[config.mk]
export PLATFORM = sky130hd
export DESIGN_NAME = ks_accum32_flat
export DESIGN_NICKNAME = d
export VERILOG_FILES = /design/src/rtl/ks_accum32_pkg.sv /design/src/rtl/ks_accum32_if.sv /design/src/rtl/ks_accum32_kogge.sv /design/src/rtl/ks_accum32.sv /design/src/flat_wrapper.sv
export SDC_FILE = /design/constraint.sdc
export NUM_CORES = 1
export LEC_CHECK = 0
export CAP_MARGIN = 25
export CORE_MARGIN = 4
export CORE_UTILIZATION = 40
export DETAILED_ROUTE_END_ITERATION = 16
export SLEW_MARGIN = 20
export SYNTH_ARGS = -nofsm -noshare
export SYNTH_HDL_FRONTEND = slang
export SYNTH_SLANG_ARGS = --single-unit
[constraint.sdc]
create_clock -name clk -period 5.2 [get_ports clk]
set_clock_uncertainty 0.15 [all_clocks]
set_input_delay 1.3 -clock clk [delete_from_list [all_inputs] [get_ports clk]]
set_output_delay 1.3 -clock clk [all_outputs]
set_load 0.02 [all_outputs]
[src/rtl/ks_accum32_pkg.sv]
`default_nettype none
// ============================================================================
//  Module      : ks_pkg
//  Description : Shared constants and FSM state encoding for the ks_accum32
//                serial-lane accumulator.
//                  N      - adder lane width in bits
//                  ACC_W  - accumulator width (two lanes)
//                  state_t- accumulator FSM states
//  Revision    : 1.0 - initial release
// ============================================================================
package ks_pkg;

    localparam int N     = 16;
    localparam int ACC_W = 2 * N;

    typedef enum logic [1:0] {
        IDLE   = 2'd0,
        ADD_LO = 2'd1,
        ADD_HI = 2'd2,
        RESULT = 2'd3
    } state_t;

endpackage : ks_pkg
`default_nettype wire

[src/rtl/ks_accum32_if.sv]
`default_nettype none
// ============================================================================
//  Module      : ks_accum32_if
//  Description : Operand / result handshake bundle for ks_accum32.
//                  in_valid/in_ready/in_data/in_last - operand channel
//                  clear                             - synchronous abort
//                  out_valid/out_ready/out_sum/out_ovf - result channel
//                master modport: upstream/downstream side (drives operands)
//                slave modport : the accumulator itself
//  Revision    : 1.0 - initial release
// ============================================================================
interface ks_accum32_if;
    import ks_pkg::*;

    logic             in_valid;
    logic             in_ready;
    logic [N-1:0]     in_data;
    logic             in_last;
    logic             clear;
    logic             out_valid;
    logic             out_ready;
    logic [ACC_W-1:0] out_sum;
    logic             out_ovf;

    modport master (
        output in_valid, in_data, in_last, clear, out_ready,
        input  in_ready, out_valid, out_sum, out_ovf
    );

    modport slave (
        input  in_valid, in_data, in_last, clear, out_ready,
        output in_ready, out_valid, out_sum, out_ovf
    );

endinterface : ks_accum32_if
`default_nettype wire

[src/rtl/ks_accum32_kogge.sv]
`default_nettype none
// ============================================================================
//  Module      : Kogge
//  Description : 16-bit Kogge-Stone parallel-prefix adder with carry-in.
//                  a_i, b_i - addends
//                  cin_i    - carry-in
//                  sum_o    - 16-bit sum
//                  cout_o   - carry-out of bit 15
//  Revision    : 1.0 - initial release
// ============================================================================
module Kogge (
    input  wire logic [15:0] a_i,
    input  wire logic [15:0] b_i,
    input  wire logic        cin_i,
    output logic      [15:0] sum_o,
    output logic             cout_o
);

    localparam int WIDTH  = 16;
    localparam int LEVELS = 4;

    logic [WIDTH-1:0] w_p0;
    logic [WIDTH-1:0] w_g;
    logic [WIDTH-1:0] w_p;
    logic [WIDTH-1:0] w_g_nxt;
    logic [WIDTH-1:0] w_p_nxt;

    always_comb begin
        w_p0 = a_i ^ b_i;
        // Fold carry-in into bit 0's generate so the prefix tree yields the
        // carry into every bit directly as the group generate below it.
        w_g    = a_i & b_i;
        w_g[0] = (a_i[0] & b_i[0]) | (w_p0[0] & cin_i);
        w_p    = w_p0;
        w_g_nxt = w_g;
        w_p_nxt = w_p;
        for (int l = 0; l < LEVELS; l++) begin
            w_g_nxt = w_g;
            w_p_nxt = w_p;
            for (int i = 0; i < WIDTH; i++) begin
                if (i >= (1 << l)) begin
                    w_g_nxt[i] = w_g[i] | (w_p[i] & w_g[i - (1 << l)]);
                    w_p_nxt[i] = w_p[i] & w_p[i - (1 << l)];
                end
            end
            w_g = w_g_nxt;
            w_p = w_p_nxt;
        end
        sum_o  = w_p0 ^ {w_g[WIDTH-2:0], cin_i};
        cout_o = w_g[WIDTH-1];
    end

endmodule : Kogge
`default_nettype wire

[src/rtl/ks_accum32.sv]
`default_nettype none
// ============================================================================
//  Module      : ks_accum32
//  Description : 32-bit unsigned accumulator built around a single 16-bit
//                Kogge-Stone adder used twice per operand (low lane, then
//                high lane with the registered lane carry).
//                  clk   - clock, all state changes on rising edge
//                  rst_n - asynchronous active-low reset
//                  bus   - ks_accum32_if.slave: operand channel
//                          (in_valid/in_ready/in_data/in_last), clear,
//                          result channel (out_valid/out_ready/out_sum/
//                          out_ovf)
//  Revision    : 1.0 - initial release
// ============================================================================
module ks_accum32 #(
    parameter int N     = ks_pkg::N,
    parameter int ACC_W = 2 * N
) (
    input wire logic   clk,
    input wire logic   rst_n,
    ks_accum32_if.slave bus
);
    import ks_pkg::*;

    state_t           state_q, state_d;
    logic [ACC_W-1:0] acc_q,   acc_d;
    logic [N-1:0]     opnd_q,  opnd_d;
    logic             c_lo_q,  c_lo_d;
    logic             last_q,  last_d;
    logic             ovf_q,   ovf_d;

    logic [N-1:0]     w_add_a;
    logic [N-1:0]     w_add_b;
    logic             w_add_cin;
    logic [N-1:0]     w_add_sum;
    logic             w_add_cout;
    logic             w_in_ready;
    logic             w_accept;

    // Adder operand mux: low lane + operand in ADD_LO, high lane + lane
    // carry in ADD_HI. Other states leave the low-lane selection idle.
    always_comb begin
        w_add_a   = acc_q[N-1:0];
        w_add_b   = opnd_q;
        w_add_cin = 1'b0;
        if (state_q == ADD_HI) begin
            w_add_a   = acc_q[ACC_W-1:N];
            w_add_b   = '0;
            w_add_cin = c_lo_q;
        end
    end

    Kogge u_kogge (
        .a_i    (w_add_a),
        .b_i    (w_add_b),
        .cin_i  (w_add_cin),
        .sum_o  (w_add_sum),
        .cout_o (w_add_cout)
    );

    // rst_n gates in_ready so nothing is offered while reset is held,
    // even though the state register already sits in IDLE.
    assign w_in_ready = rst_n && (state_q == IDLE) && !bus.clear;
    assign w_accept   = bus.in_valid && w_in_ready;

    always_comb begin
        state_d = state_q;
        acc_d   = acc_q;
        opnd_d  = opnd_q;
        c_lo_d  = c_lo_q;
        last_d  = last_q;
        ovf_d   = ovf_q;
        if (bus.clear) begin
            state_d = IDLE;
            acc_d   = '0;
            ovf_d   = 1'b0;
            c_lo_d  = 1'b0;
            last_d  = 1'b0;
        end else begin
            case (state_q)
                IDLE: begin
                    if (w_accept) begin
                        opnd_d  = bus.in_data;
                        last_d  = bus.in_last;
                        state_d = ADD_LO;
                    end
                end
                ADD_LO: begin
                    acc_d[N-1:0] = w_add_sum;
                    c_lo_d       = w_add_cout;
                    state_d      = ADD_HI;
                end
                ADD_HI: begin
                    acc_d[ACC_W-1:N] = w_add_sum;
                    ovf_d            = ovf_q | w_add_cout;
                    state_d          = last_q ? RESULT : IDLE;
                end
                RESULT: begin
                    if (bus.out_ready) begin
                        acc_d   = '0;
                        ovf_d   = 1'b0;
                        state_d = IDLE;
                    end
                end
                default: state_d = IDLE;
            endcase
        end
    end

    always_ff @(posedge clk or negedge rst_n) begin
        if (!rst_n) begin
            state_q <= IDLE;
            acc_q   <= '0;
            opnd_q  <= '0;
            c_lo_q  <= 1'b0;
            last_q  <= 1'b0;
            ovf_q   <= 1'b0;
        end else begin
            state_q <= state_d;
            acc_q   <= acc_d;
            opnd_q  <= opnd_d;
            c_lo_q  <= c_lo_d;
            last_q  <= last_d;
            ovf_q   <= ovf_d;
        end
    end

    assign bus.in_ready  = w_in_ready;
    assign bus.out_valid = (state_q == RESULT) && !bus.clear;
    assign bus.out_sum   = acc_q;
    assign bus.out_ovf   = ovf_q;

endmodule : ks_accum32
`default_nettype wire

[src/flat_wrapper.sv]
// flat-port wrapper written by rule: the top's interface ports become plain ports
module ks_accum32_flat import ks_pkg::*;
#(
    parameter int N     = ks_pkg::N,
    parameter int ACC_W = 2 * N
)
  (clk, rst_n, bus_in_valid, bus_in_data, bus_in_last, bus_clear, bus_out_ready, bus_in_ready, bus_out_valid, bus_out_sum, bus_out_ovf);
  ks_accum32_if bus_i ();
  input wire logic clk;
  input wire logic rst_n;
  input wire logic [$bits(bus_i.in_valid)-1:0] bus_in_valid;
  input wire logic [$bits(bus_i.in_data)-1:0] bus_in_data;
  input wire logic [$bits(bus_i.in_last)-1:0] bus_in_last;
  input wire logic [$bits(bus_i.clear)-1:0] bus_clear;
  input wire logic [$bits(bus_i.out_ready)-1:0] bus_out_ready;
  output wire logic [$bits(bus_i.in_ready)-1:0] bus_in_ready;
  output wire logic [$bits(bus_i.out_valid)-1:0] bus_out_valid;
  output wire logic [$bits(bus_i.out_sum)-1:0] bus_out_sum;
  output wire logic [$bits(bus_i.out_ovf)-1:0] bus_out_ovf;
  assign bus_i.in_valid = bus_in_valid;
  assign bus_i.in_data = bus_in_data;
  assign bus_i.in_last = bus_in_last;
  assign bus_i.clear = bus_clear;
  assign bus_i.out_ready = bus_out_ready;
  assign bus_in_ready = bus_i.in_ready;
  assign bus_out_valid = bus_i.out_valid;
  assign bus_out_sum = bus_i.out_sum;
  assign bus_out_ovf = bus_i.out_ovf;
  ks_accum32 #(.N(N), .ACC_W(ACC_W)) u_core (.clk(clk), .rst_n(rst_n), .bus(bus_i));
endmodule
==> run_results.csv, run 1 <==
group,metric,value,unit
global_routing,grt_pass1_wl,11800,um
job,max_cap_violations,0,
critical_path,cp_top_family,"buffers and inverters",
timing,slew_headroom,40.6,%
synth,synth_common_cells,"nand2_1 (71), dfrtp_1 (53), a22o_1 (18)",
critical_path,rr_startpoint,"u_core.state_q[1]",
critical_path,r2r_slack,1.64,ns
timing,holdWs,0.352,ns
pwr,leakage,1.74,nW
critical_path,crit_arrival,2.95,ns
synth,yosysWarnings,0,
synth,yosys-top-cells-area,"dfrtp_1 (43%), nand2_1 (8.6%), ha_1 (6.0%)",
synth,syn_nets,356,
critical_path,crit_end,"bus_in_ready",
synth,syn_area,3110,um^2
cts,postCtsSetupRepairBufs,0,
final_layout,regArea,1330,um^2
route,via_count,2423,
route,drtPass1Iterations,4,
final_layout,drive_above_1_share,11.9,%
floorplan,boundaryPins,57,
floorplan,die_h,96.2,um
final_layout,instances_no_fill,469,
pwr,irDropWorstVdd,0.000147,V
placement,io_buffer_count,56,
cts,insertion_delay,0.31,ns
floorplan,core-area,7410,um^2
synth,synth.top_cell.area_share,42.6,%
timing,period_needed,4.40,ns
synth,netlist.top_cell.by_area,"dfrtp_1",
synth,synthDistinctLibCells,43,
critical_path,critPathKind,"input pin to primary output",
global_routing,grtUsageTotal,16.4,%
placement,gp_congestion,0.772,
final_layout,fill_cells,682,
final_layout,fin_util,51.8,%
timing,finalSetupTns,0,ns
critical_path,reg2regPathDepth,11,
hold_path,hp-class,"flop to flop",
critical_path,worstSetupStartpoint,"bus_clear",
final_layout,final_nets,408,
global_routing,grt_pass1_vias,2402,
pwr,powerDensity,521,nW/um^2
route,route.detailed.drc,0,
timing,fmax,0.227,GHz
critical_path,max_stage_delay,0.67,ns
critical_path,path_cells,"clkdlybuf4s50_1 -> nor4b_4 -> clkdlybuf4s50_1",
synth,syn_inst,317,
cts,cts_htree_levels,2,
route,wl,7050,um
timing,hold_viol,0,
global_routing,overflow,0,
floorplan,die_w,96.2,um
cts,numCtsBuffers,5,
final_layout,antennaDiodeCount,0,
critical_path,critPathBufInv,2,
synth,syn_avg_cell_area,9.82,um^2
route,dr_wl_met2,3160,um
synth,synthFlopType,"dfrtp_1",
critical_path,cp_num_cells,3,
timing,rsz0062_at_grt,"no",
floorplan,initial_core_util,42.0,%
floorplan,core.rowCount,31,
timing,worst_pin_slew,0.888,ns
synth,synth_edf_count,0,
synth,synth_seq_cells,53,
critical_path,cpMaxStageDelayCell,"clkdlybuf4s50_1",
final_layout,multi_input_area,1700,um^2
critical_path,worstSetupStartpointType,"input pin",
placement,dp_worst_setup_slack,0.783,ns
timing,setup_viol_count_final,0,
final_layout,area_growth,23.3,%
route,met3_wirelength,416,um
cts,hold_buffers,0,
timing,slew_viol_final,0,
cts,root_buffer,"clkbuf_8",
cts,clock_path_buffers,2,
timing,fin_ws,0.797,ns
synth,ys_seq_area_share,42.6,%
synth,synth.most_common_cell,"nand2_1",
route,met1_length,3400,um
critical_path,cp_max_fo,9,
global_routing,antenna_found_initial,0,
route,drtIter0Drc,143,
cts,cts_tree,"yes",
critical_path,endpoint_kind,"primary output",
critical_path,cpMostUsedCell,"clkdlybuf4s50_1",
critical_path,r2r_end,"u_core.bus.out_sum[14]",
floorplan,die_area,9260,um^2
timing,final.period_utilization,84.7,%
placement,dp_hpwl,5100,um
global_routing,grt_max_degree,54,
run_status,outcome,"complete, no violations",
synth,ys_async_sr_fraction,100,%
cts,cts_resized,0,
route,highest_layer,"met4",
cts,cts.clk_slew.worst_paths,0.09,ns
route,via_per_inst,5.17,
route,ant_nets,0,
critical_path,critPathRequiredTime,3.75,ns
placement,placed_cells,461,
route,avgRoutedWirePerCell,15.0,um
cts,clock_sink_count,53,
[cells in the final DEF (no fill, tap or decap), drive strengths merged, types with 7 or more instances in the layout]
cell and n:
a22o 18, ha 15, nand2 73, o31ai 13, a21oi 18, clkdlybuf4s50 55
o21ai 7, nor2 9, xor2 8, nand2b 9, mux2 16, and2 15
dfrtp 53
[flip-flops by register name, indices dropped and copies added, names as in the netlist]
register and flops:
u_core.bus.out_sum 32, u_core.c_lo_q 1, u_core.opnd_q 16, u_core.last_q 1, u_core.state_q 2, u_core.bus.out_ovf 1
[area by class of cell]
| class | instances | share of cell area, % |
|---|---|---|
| multi-input cells | 244 | 44.3 |
| flip-flops and latches | 53 | 34.5 |
| repair buffers | 61 | 15.4 |
| well taps | 99 | 3.22 |
| clock buffers | 6 | 1.89 |
| inverters | 4 | 0.391 |
| clock inverters | 2 | 0.261 |
[stage by stage]
| stage | total power, W | area (um^2) |
|---|---|---|
| 6_report | 0.00200 | 3840 |
| 5_1_grt | 0.00216 | 3840 |
| 4_1_cts | 0.00202 | 3840 |
| 3_5_place_dp | 0.00179 | 3760 |
| 3_3_place_gp | 0.00177 | 3760 |
| 2_1_floorplan | 0.00140 | 3110 |
[logic make-up (layout without fill, tap and decap cells)]
group,count (synthesis),after routing,synth area share (%)
AND/OR/NAND/NOR,119,119,18.6
buffers and inverters,20,73,3.05
flip-flops,53,53,42.6
XOR/XNOR,14,14,3.94
adder cells (fa/ha/maj),17,17,7.31
AO/OA/AOI/OAI,75,75,17.8
multiplexers,19,19,6.75
[per-layer routing]
layer	vias to the layer above	global-route usage, %
met5	-	0
met4	0	4.27
met3	6	3.13
li1	1213	-
met2	63	24.9
met1	1141	23.8
[where the power goes]
part | internal, W | switching (W)
combinational | 0.000524 | 0.000599
sequential | 0.000546 | 0.000101
clock | 0.0000938 | 0.000135
[worst min path at each step]
stage / from / slack (ns) / cells past startpoint / to
after floorplan: u_core.opnd_q[7] / 0.31 / 1 / u_core.opnd_q[7]
after global placement: u_core.opnd_q[14] / 0.33 / 1 / u_core.opnd_q[14]
after detailed placement: u_core.opnd_q[2] / 0.33 / 1 / u_core.opnd_q[2]
after CTS: u_core.opnd_q[2] / 0.36 / 1 / u_core.opnd_q[2]
after global routing: u_core.opnd_q[2] / 0.37 / 1 / u_core.opnd_q[2]
final: u_core.opnd_q[2] / 0.35 / 1 / u_core.opnd_q[2]
Power figures use the tool's default switching activity.
==> run 2, diff against run 1 <==
==> constraint.sdc (replaced) <==
create_clock -name clk -period 4.3 [get_ports clk]
set_clock_uncertainty 0.15 [all_clocks]
set_input_delay 1.075 -clock clk [delete_from_list [all_inputs] [get_ports clk]]
set_output_delay 1.075 -clock clk [all_outputs]
set_load 0.02 [all_outputs]
==> run 2 against run 1 <==
Hold slack got worse by 0.0079 ns. Setup slack got worse by 0.24 ns. Largest power group unchanged. Register-to-register slack got worse by 0.89 ns. Largest cell class unchanged. Die area did not move. Core utilization rose by 0.32 points. Count of clock-buffer cells in the layout rose by 1. Critical endpoint unchanged. Routed wire length fell by 0.57%.
==> run_results.csv, run 2 (synthesis results as in run 1) <==
group,metric,value,unit
run_status,outcome,"complete, no violations",
critical_path,endpoint_kind,"primary output",
placement,dp_hpwl,5110,um
floorplan,core-area,7410,um^2
cts,cts_tree,"yes",
pwr,irDropWorstVdd,0.000201,V
critical_path,cpMostUsedCell,"clkdlybuf4s50_1",
placement,gp_congestion,0.809,
route,drtIter0Drc,152,
timing,worst_pin_slew,0.685,ns
final_layout,final_area,3860,um^2
global_routing,grtUsageTotal,16.5,%
timing,final.period_utilization,87.1,%
global_routing,antenna_found_initial,0,
route,wl,7010,um
final_layout,instances_no_fill,472,
timing,hold_viol,0,
cts,root_buffer,"clkbuf_8",
route,ant_nets,0,
cts,cts_htree_levels,2,
critical_path,cpMaxStageDelayCell,"clkdlybuf4s50_1",
global_routing,grt_max_degree,54,
cts,hold_buffers,0,
route,route.detailed.drc,0,
final_layout,final_nets,411,
floorplan,initial_core_util,42.0,%
floorplan,die_area,9260,um^2
placement,io_buffer_count,56,
final_layout,final_common_cell,"nand2_1",
timing,slew_viol_final,0,
global_routing,overflow,0,
critical_path,critPathKind,"input pin to primary output",
cts,postCtsSetupRepairBufs,0,
critical_path,max_stage_delay,0.67,ns
pwr,leakage,1.75,nW
job,max_cap_violations,0,
floorplan,core.rowCount,31,
route,via_count,2422,
hold_path,hp-class,"flop to flop",
timing,finalSetupTns,0,ns
critical_path,rr_startpoint,"u_core.state_q[1]",
route,via_per_inst,5.13,
cts,insertion_delay,0.31,ns
final_layout,final_cell_mix,"nand2_1 (71), clkdlybuf4s50_1 (55), dfrtp_1 (53), a22o_1 (18)",
hold_path,hold_start,"u_core.opnd_q[7]",
final_layout,antennaDiodeCount,0,
final_layout,drive_above_1_share,12.3,%
placement,placed_cells,464,
critical_path,crit_arrival,2.52,ns
final_layout,fill_cells,678,
timing,slew_headroom,54.3,%
critical_path,critPathRequiredTime,3.07,ns
cts,cts.clk_slew.worst_paths,0.09,ns
cts,cts_resized,0,
final_layout,area_growth,24.1,%
global_routing,grt_pass1_wl,11800,um
floorplan,die_h,96.2,um
timing,fmax,0.267,GHz
placement,placed_area,3780,um^2
critical_path,worstSetupStartpointType,"input pin",
cts,numCtsBuffers,5,
floorplan,boundaryPins,57,
critical_path,path_cells,"clkdlybuf4s50_1 -> nor4b_4 -> clkdlybuf4s50_1",
critical_path,cp_max_fo,2,
pwr,powerDensity,627,nW/um^2
final_layout,largest_reg_flops,32,
route,avgRoutedWirePerCell,14.8,um
timing,setup_viol_count_final,0,
floorplan,die_w,96.2,um
cts,clock_path_buffers,2,
cts,clock_sink_count,53,
critical_path,worstSetupStartpoint,"bus_clear",
global_routing,grt_pass1_vias,2374,
route,drtPass1Iterations,4,
timing,rsz0062_at_grt,"no",
timing,period_needed,3.75,ns
## run 2: cell types whose count changed in the layout (fill, tap and decap cells not counted), sizes merged
| cell | previous run | this run |
|---|---|---|
| clkbuf | 6 | 7 |
| buf | 6 | 9 |
| clkinv | 2 | 0 |
| clkinvlp | 0 | 1 |
## run 2: power by group
| part | switching (W) | total (W) | internal (W) |
|---|---|---|---|
| sequential | 0.000122 | 0.000783 | 0.000661 |
| combinational | 0.000729 | 0.00137 | 0.000637 |
| clock | 0.000160 | 0.000276 | 0.000116 |
## run 2: cell type report
cell class	count	area, um^2	share of cell area (%)
clock inverter	1	7.51	0.194
clock buffer	7	76.3	1.97
multi-input combinational	244	1700	44.0
inverter	4	15.0	0.388
timing repair buffer	64	616	15.9
tap	99	124	3.20
sequential	53	1330	34.3
## run 2: stage by stage
stage	power, W	util, %	setup WS [ns]	hold slack (ns)
2_1_floorplan	0.00169	-	0.978	0.306
3_3_place_gp	0.00215	51.0	0.581	0.322
6_report	0.00242	52.2	0.553	0.344
5_1_grt	0.00262	52.2	0.483	0.365
4_1_cts	0.00245	52.2	0.542	0.349
3_5_place_dp	0.00216	51.0	0.551	0.328
## run 2: worst max-delay path: cells and delay by family
kind	cells	cell delay [ns]
buf+inv	2	1.13
simple gates	1	0.32
## run 2: metal layers
metal | routed length [um] | part of all wire [%] | track usage (%)
met3 | 313 | 4.5 | 2.35
met4 | 84 | 1.2 | 4.98
met5 | 0 | 0 | 0
met2 | 3200 | 46 | 25.2
met1 | 3410 | 49 | 23.9
## run 2: final timing paths
path / to / slack (ns) / cells past startpoint
worst max-delay path: bus_in_ready / 0.55 / 3
worst min-delay path: u_core.opnd_q[7] / 0.34 / 1
worst max register to register: u_core.bus.out_sum[30] / 0.75 / 11
worst min register to register: u_core.opnd_q[7] / 0.34 / 1
max in group asynchronous: u_core.opnd_q[8] / 2.77 / 2
min in group asynchronous: u_core.opnd_q[0] / 0.75 / 2
